[src/rtl/binarytobcd_serial.sv]
// binarytobcd_serial
//   Converts one unsigned binary word to packed BCD by shift-add-3
//   (double dabble), one bit per clock, then streams the digits out
//   most-significant first over a valid/ready handshake.
//
// Parameters:
//   WIDTH  - binary input width (default 8)
//   DIGITS - BCD digits produced; requires 10**DIGITS > 2**WIDTH-1 (default 3)
//
// Ports:
//   clk         in   system clock, rising edge
//   reset       in   asynchronous active-low reset
//   load        in   start request, sampled only while busy=0
//   in          in   [WIDTH-1:0] binary value captured on accepted load
//   busy        out  conversion or digit stream in progress
//   digit_out   out  [3:0] current BCD digit (valid with digit_valid)
//   digit_valid out  digit_out holds a digit to transfer
//   digit_ready in   consumer accepts digit on this edge
//   digit_last  out  final digit of the current result
//   bcd_out     out  [4*DIGITS-1:0] packed BCD of last completed conversion
//
// Build option:
//   BCD_SUPPRESS_LEADING_ZEROS_EN - when defined, the stream starts at the
//   highest nonzero digit (a value of 0 emits a single 0). bcd_out always
//   carries the full zero-padded result.
module binarytobcd_serial #(
  parameter int unsigned WIDTH  = 8,
  parameter int unsigned DIGITS = 3
) (
  input  logic                  clk,
  input  logic                  reset,
  input  logic                  load,
  input  logic [WIDTH-1:0]      in,
  output logic                  busy,
  output logic [3:0]            digit_out,
  output logic                  digit_valid,
  input  logic                  digit_ready,
  output logic                  digit_last,
  output logic [4*DIGITS-1:0]   bcd_out
);

  localparam int unsigned BW = 4 * DIGITS;
  localparam int unsigned CW = $clog2(WIDTH + 1);
  localparam int unsigned PW = (DIGITS > 1) ? $clog2(DIGITS) : 1;

  typedef enum logic [1:0] {
    IDLE    = 2'd0,
    CONVERT = 2'd1,
    SEND    = 2'd2
  } state_t;

  state_t          r_state;
  state_t          w_state_nx;
  logic [WIDTH-1:0] r_bin,     w_bin_nx;
  logic [BW-1:0]    r_bcd,     w_bcd_nx;
  logic [CW-1:0]    r_cnt,     w_cnt_nx;
  logic [PW-1:0]    r_ptr,     w_ptr_nx;
  logic [BW-1:0]    r_bcd_out, w_bcd_out_nx;

  logic [BW-1:0]    w_adj;
  logic [BW-1:0]    w_bcd_sh;
  logic [WIDTH-1:0] w_bin_sh;
  logic [PW-1:0]    w_top_ptr;
  logic [3:0]       w_digit;

  // Add-3 correction on every nibble that would overflow past 9 when doubled.
  always_comb begin
    w_adj = r_bcd;
    for (int unsigned d = 0; d < DIGITS; d++) begin
      if (r_bcd[4*d +: 4] >= 4'd5) begin
        w_adj[4*d +: 4] = r_bcd[4*d +: 4] + 4'd3;
      end
    end
  end

  // The top accumulator bit is shifted out; for legal WIDTH/DIGITS it is
  // always zero, so a set bit here means the parameters are out of range.
  always_comb begin
    if (r_state == CONVERT) begin
      assert (!w_adj[BW-1]);
    end
  end

  assign w_bcd_sh = {w_adj[BW-2:0], r_bin[WIDTH-1]};
  assign w_bin_sh = {r_bin[WIDTH-2:0], 1'b0};

  // Starting digit of the stream, taken from the just-finished result.
`ifdef BCD_SUPPRESS_LEADING_ZEROS_EN
  always_comb begin
    w_top_ptr = '0;
    for (int unsigned d = 0; d < DIGITS; d++) begin
      if (w_bcd_sh[4*d +: 4] != 4'd0) begin
        w_top_ptr = PW'(d);
      end
    end
  end
`else
  assign w_top_ptr = PW'(DIGITS - 1);
`endif

  // Digit currently selected by the stream pointer.
  always_comb begin
    w_digit = '0;
    for (int unsigned d = 0; d < DIGITS; d++) begin
      if (r_ptr == PW'(d)) begin
        w_digit = r_bcd_out[4*d +: 4];
      end
    end
  end

  always_comb begin
    w_state_nx   = r_state;
    w_bin_nx     = r_bin;
    w_bcd_nx     = r_bcd;
    w_cnt_nx     = r_cnt;
    w_ptr_nx     = r_ptr;
    w_bcd_out_nx = r_bcd_out;
    unique case (r_state)
      IDLE: begin
        if (load) begin
          w_bin_nx   = in;
          w_bcd_nx   = '0;
          w_cnt_nx   = CW'(WIDTH);
          w_state_nx = CONVERT;
        end
      end
      CONVERT: begin
        w_bin_nx = w_bin_sh;
        w_bcd_nx = w_bcd_sh;
        w_cnt_nx = r_cnt - CW'(1);
        if (r_cnt == CW'(1)) begin
          w_bcd_out_nx = w_bcd_sh;
          w_ptr_nx     = w_top_ptr;
          w_state_nx   = SEND;
        end
      end
      SEND: begin
        if (digit_ready) begin
          if (r_ptr == '0) begin
            w_state_nx = IDLE;
          end else begin
            w_ptr_nx = r_ptr - PW'(1);
          end
        end
      end
      default: w_state_nx = IDLE;
    endcase
  end

  always_ff @(posedge clk or negedge reset) begin
    if (!reset) begin
      r_state   <= IDLE;
      r_bin     <= '0;
      r_bcd     <= '0;
      r_cnt     <= '0;
      r_ptr     <= '0;
      r_bcd_out <= '0;
    end else begin
      r_state   <= w_state_nx;
      r_bin     <= w_bin_nx;
      r_bcd     <= w_bcd_nx;
      r_cnt     <= w_cnt_nx;
      r_ptr     <= w_ptr_nx;
      r_bcd_out <= w_bcd_out_nx;
    end
  end

  // Outputs decode straight from state so an asynchronous reset clears
  // them without waiting for a clock edge.
  assign busy        = (r_state != IDLE);
  assign digit_valid = (r_state == SEND);
  assign digit_last  = (r_state == SEND) && (r_ptr == '0);
  assign digit_out   = (r_state == SEND) ? w_digit : 4'd0;
  assign bcd_out     = r_bcd_out;

endmodule

[config.mk]
export PLATFORM = sky130hd
export DESIGN_NAME = binarytobcd_serial
export DESIGN_NICKNAME = d
export VERILOG_FILES = /design/src/rtl/binarytobcd_serial.sv
export SDC_FILE = /design/constraint.sdc
export NUM_CORES = 1
export LEC_CHECK = 0
export BUFFER_PORTS_ARGS = -buffer_cell sky130_fd_sc_hd__buf_2
export CAP_MARGIN = 20
export CELL_PAD_IN_SITES_DETAIL_PLACEMENT = 1
export CELL_PAD_IN_SITES_GLOBAL_PLACEMENT = 1
export CORE_MARGIN = 10
export CORE_UTILIZATION = 39
export DETAILED_ROUTE_END_ITERATION = 6
export PLACE_DENSITY = 0.85
export SLEW_MARGIN = 10
export SYNTH_ARGS = -nofsm -noshare
export SYNTH_HDL_FRONTEND = slang
export SYNTH_SLANG_ARGS = --single-unit
[constraint.sdc]
create_clock -name clk -period 1.5 [get_ports clk]
set_input_delay 0.3 -clock clk [delete_from_list [all_inputs] [get_ports clk]]
set_output_delay 0.3 -clock clk [all_outputs]
set_load 0.005 [all_outputs]
==> run_results.csv <==
group,metric,value,unit
synthesis,netlist_area,2097,sq um
clock_tree,clk_path_buf_depth,2,
setup_path,reg2reg_slack,0.04,ns
clock_tree,cts_tree,"yes",
setup_path,critPathTopFamily,"flip-flops",
sta,final-hold-violation-count,0,
global_route,grt_pass1_wl,9632,um
global_route,top_usage_layer,"met2",
worst_hold_path,hold_depth,4,
setup_path,end_kind,"primary output",
setup_path,cpMaxStageDelayCell,"dfrtp_1",
drt,ant_nets,0,
power,p_seq_frac,0.332,
finish,area_delta_synth_final,38.66,%
clock_tree,worstSkewPairLatency,0.29,ns
drt,vias,1888,
setup_path,path_class,"register to primary output",
setup_path,path_cells,"buf_6 > ha_4 > nand3b_1 > a21oi_1 > a21oi_1 > nor2_1 > buf_2",
clock_tree,cts_buffers,5,
finish,finalCoreUtilization,0.5622,
synthesis,yosysWarnings,0,
run,cap_violations,0,
setup_path,start_kind,"register",
floorplanning,fp.dieW,93.33,um
global_route,grtUsageMet3,0.04476,
status,outcome,"finished, violations left",
floorplanning,dieArea,8710,sq um
sta,report.final.slew_viol_count,0,
synthesis,ys_seq_area_frac,0.4773,
setup_path,ff2ff_path_depth,6,
finish,antenna_cells,0,
synthesis,ys_ff_latch,40,
sta,slew_headroom,0.7977,
sta,setup_ws,-0.5230,ns
setup_path,crit_arrival,1.72,ns
global_route,grt_use_met1,0.1672,
floorplanning,row_count,26,
drt,via_per_inst,5.215,
setup_path,critical_path.most_common_cell,"a21oi_1",
synthesis,mappedNetlistNets,248,
drt,drtIter0Drc,56,
finish,fill_cells,601,
sta,max_freq,0.4943,GHz
setup_path,crit_required,1.20,ns
floorplanning,die_height,93.33,um
sta,setup_viol,6,
clock_tree,path_clk_slew,0.07,ns
setup_path,regToRegStartpoint,"r_bcd[0]$_DFFE_PN0P_",
synthesis,synth_cells,225,
worst_hold_path,hold_path_startpoint,"digit_ready",
status,violations,"setup timing",
floorplanning,core,5172,sq um
floorplanning,io_pins,31,
global_route,grt_overflow,0,
placed_design,place_congestion,0.7819,
sta,finClkSkew,0.003477,ns
setup_path,regToRegEndpoint,"bcd_out[2]$_DFFE_PN0P_",
sta,timing.hold.ws,0.3543,ns
sta,min_period,2.023,ns
synthesis,ys_types,33,
clock_tree,htreeDepth,2,
power,power.internal,3.633,mW
setup_path,cpPeakStageDelay,0.41,ns
sta,grt_setup_unrepaired,"yes",
clock_tree,cts-root-buf,"clkbuf_8",
drt,remaining_drc_errors,0,
sta,fin_crit_sh,1.349,
finish,final_layout_size_suffix_gt1_frac,0.3973,
power,p_leak,1.362,nW
floorplanning,start_util,0.4054,
power,power.share.combinational,0.558,
synthesis,synth-edff-count,0,
global_route,antenna_found_initial,0,
drt,dr.pass1.iters,4,
finish,nets,315,
drt,finalWirelength,6367,um
global_route,grt_use_met2,0.2210,
synthesis,synth-main-ff-cell,"dfrtp_1",
power,power.density,2117,nW/um^2
worst_hold_path,hold_class,"primary input to register",
global_route,grt_pass1_vias,1908,
global_route,grt_use_total,0.1349,
synthesis,async_flop_share,1.000,
setup_path,critPathBufInv,2,
drt,routedWlPerCell,17.59,um
power,clkPwrFrac,0.110,
synthesis,synth.avg_cell_area,9.320,sq um
placed_design,hpwl,3906,um
setup_path,cp_max_fo,7,
power,p_switching,2.522,mW
placed_design,portBuffers,30,
power,irDropWorstVdd,0.0007058,V
sta,tightest_slew,0.3013,ns
worst_hold_path,hold_end,"r_state[1]$_DFFE_PN0P_",
power,p_sw_frac,0.4097,
clock_tree,cts.sinks,40,
global_route,grt_start_max_net_pins,41,
[logic make-up (layout without fill, tap and decap cells)]
group           after synthesis  count (layout)  synth area share
simple gates                 81              81            0.2041
compound gates               63              63            0.1629
flops                        40              40            0.4773
buf+inv                      21              88           0.04594
fa+ha+maj                    11              11           0.06563
mux                           6               6           0.03162
xor+xnor                      3               3           0.01253
[cell usage after synthesis, drive strengths merged (2+ instances only)]
library cell	n	share of area
nand3b	4	0.014
xnor2	3	0.013
nor3	6	0.014
a22o	3	0.013
nand2b	6	0.018
nand2	37	0.070
nor2	4	0.0072
nor2b	4	0.012
inv	13	0.023
nor3b	13	0.049
mux2	5	0.027
buf	7	0.021
a21oi	22	0.054
o21ai	34	0.081
ha	11	0.066
dfrtp	40	0.48
nand3	4	0.0095
a221oi	2	0.0084
[state kept, by name, indices dropped and copies added (netlist names)]
name,count
bcd_out,12
r_bcd,12
r_bin,8
r_cnt,4
r_ptr,2
r_state,2
[cells in the final DEF, fill, tap and decap left out, types with 3 or more instances in the layout]
cell type and n:
nor2b_1 3, nor3b_1 12, inv_1 4, nor3_1 6, a21oi_4 3, ha_2 3, buf_6 5, inv_2 9
nand3_1 4, nand2b_4 4, nand2_1 36, mux2_4 3, a22o_1 3, buf_4 28, ha_1 3, nand3b_1 4
buf_2 31, dfrtp_2 4, clkbuf_8 5, o21ai_1 31, ha_4 5, a21oi_1 17, nor2_1 4, dfrtp_1 36
[metal layers]
metal / wire length (um) / part of all wire / vias to the layer above
met5: 0 / 0 / -
met1: 2686 / 0.42 / 929
met4: 51 / 0.0080 / 0
li1: - / - / 912
met2: 3254 / 0.51 / 40
met3: 374 / 0.059 / 7
[layout make-up]
type | count | area, sq um | area share
multi-input cells | 164 | 1189 | 0.4088
well taps | 70 | 87.58 | 0.03012
flip-flops and latches | 40 | 1006 | 0.3460
clock inverters | 1 | 5.005 | 0.001721
clock buffers | 6 | 72.57 | 0.02496
inverters | 13 | 48.80 | 0.01678
repair buffers | 68 | 499.2 | 0.1717
[worst max path at each step]
| stage | cells past startpoint | endpoint | from |
|---|---|---|---|
| 4_1_cts | 7 | digit_out[1] | r_ptr[0]$_DFFE_PN0P_ |
| 3_5_place_dp | 6 | digit_out[2] | r_ptr[1]$_DFFE_PN0P_ |
| 3_3_place_gp | 6 | digit_out[2] | r_ptr[0]$_DFFE_PN0P_ |
| 2_1_floorplan | 6 | r_bcd[6]$_DFFE_PN0P_ | r_bcd[4]$_DFFE_PN0P_ |
| 6_report | 7 | digit_out[0] | r_ptr[0]$_DFFE_PN0P_ |
| 5_1_grt | 7 | digit_out[0] | r_ptr[0]$_DFFE_PN0P_ |
[worst reg2reg max path: cells and delay by family, from the launching register on]
kind	cells	cell delay [ns]
flops	1	0.41
mux	1	0.33
compound gates	2	0.28
fa+ha+maj	1	0.22
buf+inv	1	0.09
simple gates	1	0.07
[stage by stage]
step	total power [mW]	std cells	setup TNS, ns	cell area, sq um	setup slack, ns
2_1_floorplan	3.509	225	0	2105	0.02984
3_3_place_gp	4.334	338	-0.1295	2465	-0.04694
3_5_place_dp	4.497	338	-0.3820	2465	-0.1001
4_1_cts	5.456	354	-1.484	2683	-0.3529
5_1_grt	6.652	362	-2.399	2908	-0.5848
6_report	6.155	362	-1.813	2908	-0.5230
[power groups by stage]
stage | Clock (mW) | Sequential, mW | Combinational [mW]
after floorplan | 0 | 1.88 | 1.63
after global placement | 0 | 1.94 | 2.39
after detailed placement | 0 | 1.97 | 2.52
after CTS | 0.699 | 1.95 | 2.80
after global routing | 0.739 | 2.12 | 3.80
final | 0.678 | 2.04 | 3.43
[repair_timing]
item / in CTS / in global routing
hold endpoints to repair: 40 / 0
buffers inserted: 7 / 7
setup endpoints to repair: 12 / 26
gates resized for setup: 12 / 42
hold buffers: 1 / 0
pin swaps: 6 / 8
gates cloned: 1 / 1
Note: power is estimated with default switching activity, not from simulation.
